## src/rtl/icache.sv

```systemverilog
// Direct-mapped read-only instruction cache with single-word refill.
// Hits return combinationally; misses stall the datapath until refilled.
module icache #(
    parameter int SETS = 16
) (
    input  logic        CLK,
    input  logic        RST,
    input  logic        flush,
    input  logic        dp_imemREN,
    input  logic [31:0] dp_imemaddr,
    output logic        dp_ihit,
    output logic [31:0] dp_imemload,
    output logic        ram_iREN,
    output logic [31:0] ram_iaddr,
    input  logic        ram_iwait,
    input  logic [31:0] ram_iload,
    output logic [31:0] hit_count,
    output logic [31:0] miss_count
);

    localparam int IW = $clog2(SETS);
    localparam int TW = 30 - IW;

    localparam logic [0:0] S_IDLE  = 1'b0;
    localparam logic [0:0] S_FETCH = 1'b1;

    logic [0:0]    r_state;
    logic [SETS-1:0] r_valid;
    logic [TW-1:0] r_tag  [SETS];
    logic [31:0]   r_data [SETS];
    logic [31:0]   r_miss_addr;
    logic [31:0]   r_hit_cnt;
    logic [31:0]   r_miss_cnt;

    logic [IW-1:0] w_idx;
    logic [TW-1:0] w_tag;
    logic [IW-1:0] w_fidx;
    logic [TW-1:0] w_ftag;
    logic          w_idle;
    logic          w_hit;
    logic          w_miss;
    logic          w_fill;

    assign w_idx  = dp_imemaddr[IW+1:2];
    assign w_tag  = dp_imemaddr[31:IW+2];
    assign w_fidx = r_miss_addr[IW+1:2];
    assign w_ftag = r_miss_addr[31:IW+2];

    assign w_idle = (r_state == S_IDLE);
    assign w_hit  = w_idle & dp_imemREN & r_valid[w_idx]
                  & (r_tag[w_idx] == w_tag);
    assign w_miss = w_idle & dp_imemREN & ~w_hit;
    assign w_fill = (r_state == S_FETCH) & ~ram_iwait;

    assign dp_ihit     = w_hit;
    assign dp_imemload = w_hit ? r_data[w_idx] : 32'd0;
    assign ram_iREN    = (r_state == S_FETCH);
    assign ram_iaddr   = (r_state == S_FETCH) ? r_miss_addr : 32'd0;
    assign hit_count   = r_hit_cnt;
    assign miss_count  = r_miss_cnt;

    always_ff @(posedge CLK) begin
        if (RST) begin
            r_state     <= S_IDLE;
            r_valid     <= '0;
            r_miss_addr <= 32'd0;
            r_hit_cnt   <= 32'd0;
            r_miss_cnt  <= 32'd0;
            for (int i = 0; i < SETS; i++) begin
                r_tag[i]  <= '0;
                r_data[i] <= 32'd0;
            end
        end else begin
            if (w_hit)
                r_hit_cnt <= r_hit_cnt + 32'd1;
            if (w_miss) begin
                r_miss_addr <= {dp_imemaddr[31:2], 2'b00};
                r_miss_cnt  <= r_miss_cnt + 32'd1;
                r_state     <= S_FETCH;
            end
            if (w_fill) begin
                r_tag[w_fidx]  <= w_ftag;
                r_data[w_fidx] <= ram_iload;
                r_state        <= S_IDLE;
            end
            // Flush wins over a same-edge install: the line lands invalid.
            if (flush)
                r_valid <= '0;
            else if (w_fill)
                r_valid[w_fidx] <= 1'b1;
        end
    end

endmodule

```

## config.mk

```make
export PLATFORM = sky130hd
export DESIGN_NAME = icache
export DESIGN_NICKNAME = d
export VERILOG_FILES = /design/src/rtl/icache.sv
export SDC_FILE = /design/constraint.sdc
export NUM_CORES = 1
export LEC_CHECK = 0
export BUFFER_PORTS_ARGS = -buffer_cell sky130_fd_sc_hd__buf_2
export CAP_MARGIN = 20
export CELL_PAD_IN_SITES_DETAIL_PLACEMENT = 0
export CELL_PAD_IN_SITES_GLOBAL_PLACEMENT = 1
export CORE_MARGIN = 2
export CORE_UTILIZATION = 48
export CTS_CLUSTER_DIAMETER = 100
export DETAILED_ROUTE_END_ITERATION = 6
export PLACE_DENSITY_LB_ADDON = 0.1
export SLEW_MARGIN = 20
export SYNTH_ARGS = -nofsm -noshare
export SYNTH_HDL_FRONTEND = slang
export SYNTH_SLANG_ARGS = --single-unit
```

## constraint.sdc

```tcl
create_clock -name CLK -period 11.1 [get_ports CLK]
set_clock_uncertainty 0.15 [all_clocks]
set_input_delay 0.555 -clock CLK [delete_from_list [all_inputs] [get_ports CLK]]
set_output_delay 0.555 -clock CLK [all_outputs]
set_load 0.05 [all_outputs]
```

==> flow_summary_export.csv <==
group,metric,value,unit
grt,grtUsageTotal,0.277,
yosys,synthArstFlopShare,0,
detailed_routing,ant_nets,0,
outcome,status,"finished clean",
place,dp_hpwl,70.6,mm
clock_tree,cts_resized,0,
power,p_sw_frac,0.228,
timing,setup_viol,0,
clock_tree,hold_buffers,7,
detailed_routing,routedWlPerCell,29.8,µm
yosys,avgSynthCellArea,14.8,µm²
power,power_switching,1.97,mW
floorplan,start_util,0.483,
clock_tree,clk_latency,700,ps
place,portBuffers,194,
floorplan,die_h,318,µm
worst_setup_path,r2r_slack,6480,ps
clock_tree,cts_max_level,3,
yosys,netlist_instances,3198,
layout,final_cell_mix,"and2_1, edfxtp_1, mux4_2, buf_2, clkbuf_16",
yosys,netlist_area,0.0474,mm²
detailed_routing,drt_iter0_drc,3006,
power,powerDensity,163,mW/mm²
yosys,yosysSeqAreaShare,0.635,
yosys,synth.area.top_cells,"edfxtp_1, and2_1, mux4_2",
timing,fmax,149,MHz
timing,tightest_slew,1180,ps
worst_setup_path,arrival,6020,ps
grt,grt_first_pass_wirelength,201,mm
worst_setup_path,critPathLaunch,"dp_imemaddr[2]",
yosys,ys.warnings.count,0,
grt,grt_max_degree,95,
layout,instances_no_fill,4685,
layout,layout-drive-gt1-share,0.209,
clock_tree,clk_pin_slew,60,ps
clock_tree,clock-sinks,1039,
yosys,ys_types,59,
timing,layout_setup_ws,4370,ps
clock_tree,clk_path_buf_depth,3,
worst_setup_path,worstSetupStartpointType,"input pin",
place,placed_area,0.0495,mm²
worst_setup_path,critical_path_class,"in -> out",
power,vdd_drop_max,0.137,mV
place,gp_routability_congestion,0.793,
grt,grt-ovfl-total,0,
timing,min_period,6730,ps
worst_setup_path,reg2reg_from,"r_tag[15][6]",
power,leakage,19.6,nW
yosys,synth_enable_flop_cells,928,
yosys,ys.flop_type,"edfxtp_1",
power,combPwrFrac,0.066,
timing,min_period_over_period,0.606,
grt,grt_pass1_vias,28384,
timing,slew-limit-headroom,0.216,
layout,fin_util,0.542,
layout,layout_commonest_cell,"and2_1",
layout,finalNetCount,3369,
timing,hold_violations,0,
place,post-place-ws,4050,ps
worst_setup_path,cp-end-kind,"output pin",
job,cap_violations,0,
detailed_routing,num_vias,27852,
detailed_routing,drc,0,
detailed_routing,wirelength,139,mm
layout,synthToLayoutAreaGrowth,12.1,%
layout,final_cell_area,0.0531,mm²
timing,slew_violations,0,
grt,antenna_found_initial,16,
yosys,synth-seq-cells,1039,
clock_tree,cts-root-buf,"clkbuf_16",
clock_tree,cts_tree,"yes",
clock_tree,cts_buffers,113,
timing,tns,0,ps
floorplan,dieWidth,318,µm
power,p_clk_frac,0.422,
yosys,synth_top_area_cell,"edfxtp_1",
floorplan,rows,115,
detailed_routing,vias_per_cell,5.94,
power,internal-power,6.69,mW
place,post-place-cells,4463,
detailed_routing,drt_pre_antenna_iters,5,
floorplan,ioPinCount,199,
worst_hold_path,hp-start,"dp_imemaddr[10]",
power,pwr-share-seq,0.513,
worst_hold_path,holdCritPathClass,"in -> reg",
yosys,synth_top_cell_area_share,0.588,
worst_setup_path,worst-endpoint-required,10400,ps
floorplan,core_area,0.0981,mm²
worst_setup_path,crit_fanout,94,
timing,rsz0062_at_grt,"no",
floorplan,die_area,0.101,mm²
clock_tree,cts_setup_buffers,0,
through the flow:
stage,hold slack [ps],total power [mW]
5_1_grt,39.7,8.91
2_1_floorplan,285,4.86
6_report,43.7,8.66
4_1_cts,9.63,8.72
3_5_place_dp,301,5.10
3_3_place_gp,292,5.08
power by group through the flow:
stage	clock network (mW)	logic, mW	registers [mW]
after floorplan	0	0.364	4.49
after global placement	0	0.570	4.51
after detailed placement	0	0.575	4.52
after CTS	3.70	0.578	4.44
after global routing	3.85	0.603	4.45
final	3.65	0.570	4.44
path summary, 6_finish.rpt:
kind                                        end  cells past startpoint
worst max-delay path            dp_imemload[23]                     14
worst min-delay path            r_miss_addr[10]                      3
worst max register to register   r_miss_addr[7]                     11
worst min register to register      r_valid[12]                      1
Yosys cell counts (15+ instances only):
cell type,count
o21a_1,16
edfxtp_1,928
mux4_2,255
nand4_1,16
or2_2,20
mux2i_1,96
a21oi_1,29
xor2_1,26
clkbuf_1,210
buf_2,25
nor4_1,24
xnor2_1,40
dfxtp_1,111
buf_4,16
and2_1,995
nand3_1,23
nor2_1,120
nor3_1,16
buf_1,15
nand2_1,43
state kept, by name, indices dropped and copies added (netlist names):
signal / flops
ram_iREN: 1
miss_count: 32
hit_count: 32
r_data: 512
r_valid: 16
r_tag: 416
r_miss_addr: 30
layout make-up:
cell class	instances	area, µm²
Multi-Input combinational cell	1878	16300
Clock inverter	75	616
Fill cell	8006	45000
Inverter	14	55.1
Sequential cell	1039	30100
Timing Repair Buffer	252	1480
Tap cell	1287	1610
Antenna cell	3	7.51
Clock buffer	137	2940
kinds of logic (layout without fill, tap and decap cells):
kind of cell,Yosys count,after routing,synth area share
xor+xnor,66,66,0.0122
other cells,1,5,0.0000791
flops,1039,1039,0.635
compound gates,117,117,0.0173
fa+ha+maj,2,2,0.000528
mux,358,358,0.143
buf+inv,282,478,0.0243
simple gates,1333,1333,0.168
critical path, cell delays in order:
cell	delay (ps)
buf_8	570
buf_12	680
mux4_2	600
mux2i_1	170
mux2i_1	220
xor2_1	220
or4_1	410
or4b_1	620
buf_4	320
or2_1	400
clkinv_1	70
buf_4	420
and2_1	220
buf_2	260
per-layer routing:
metal,global-route usage,vias to the layer above,routed length (µm)
li1,-,11917,-
met1,0.383,14614,58200
met3,0.0415,210,9270
met4,0.0708,10,3390
met5,0,-,68
met2,0.461,1101,68400
No activity file was read; power rests on OpenSTA's default activity.
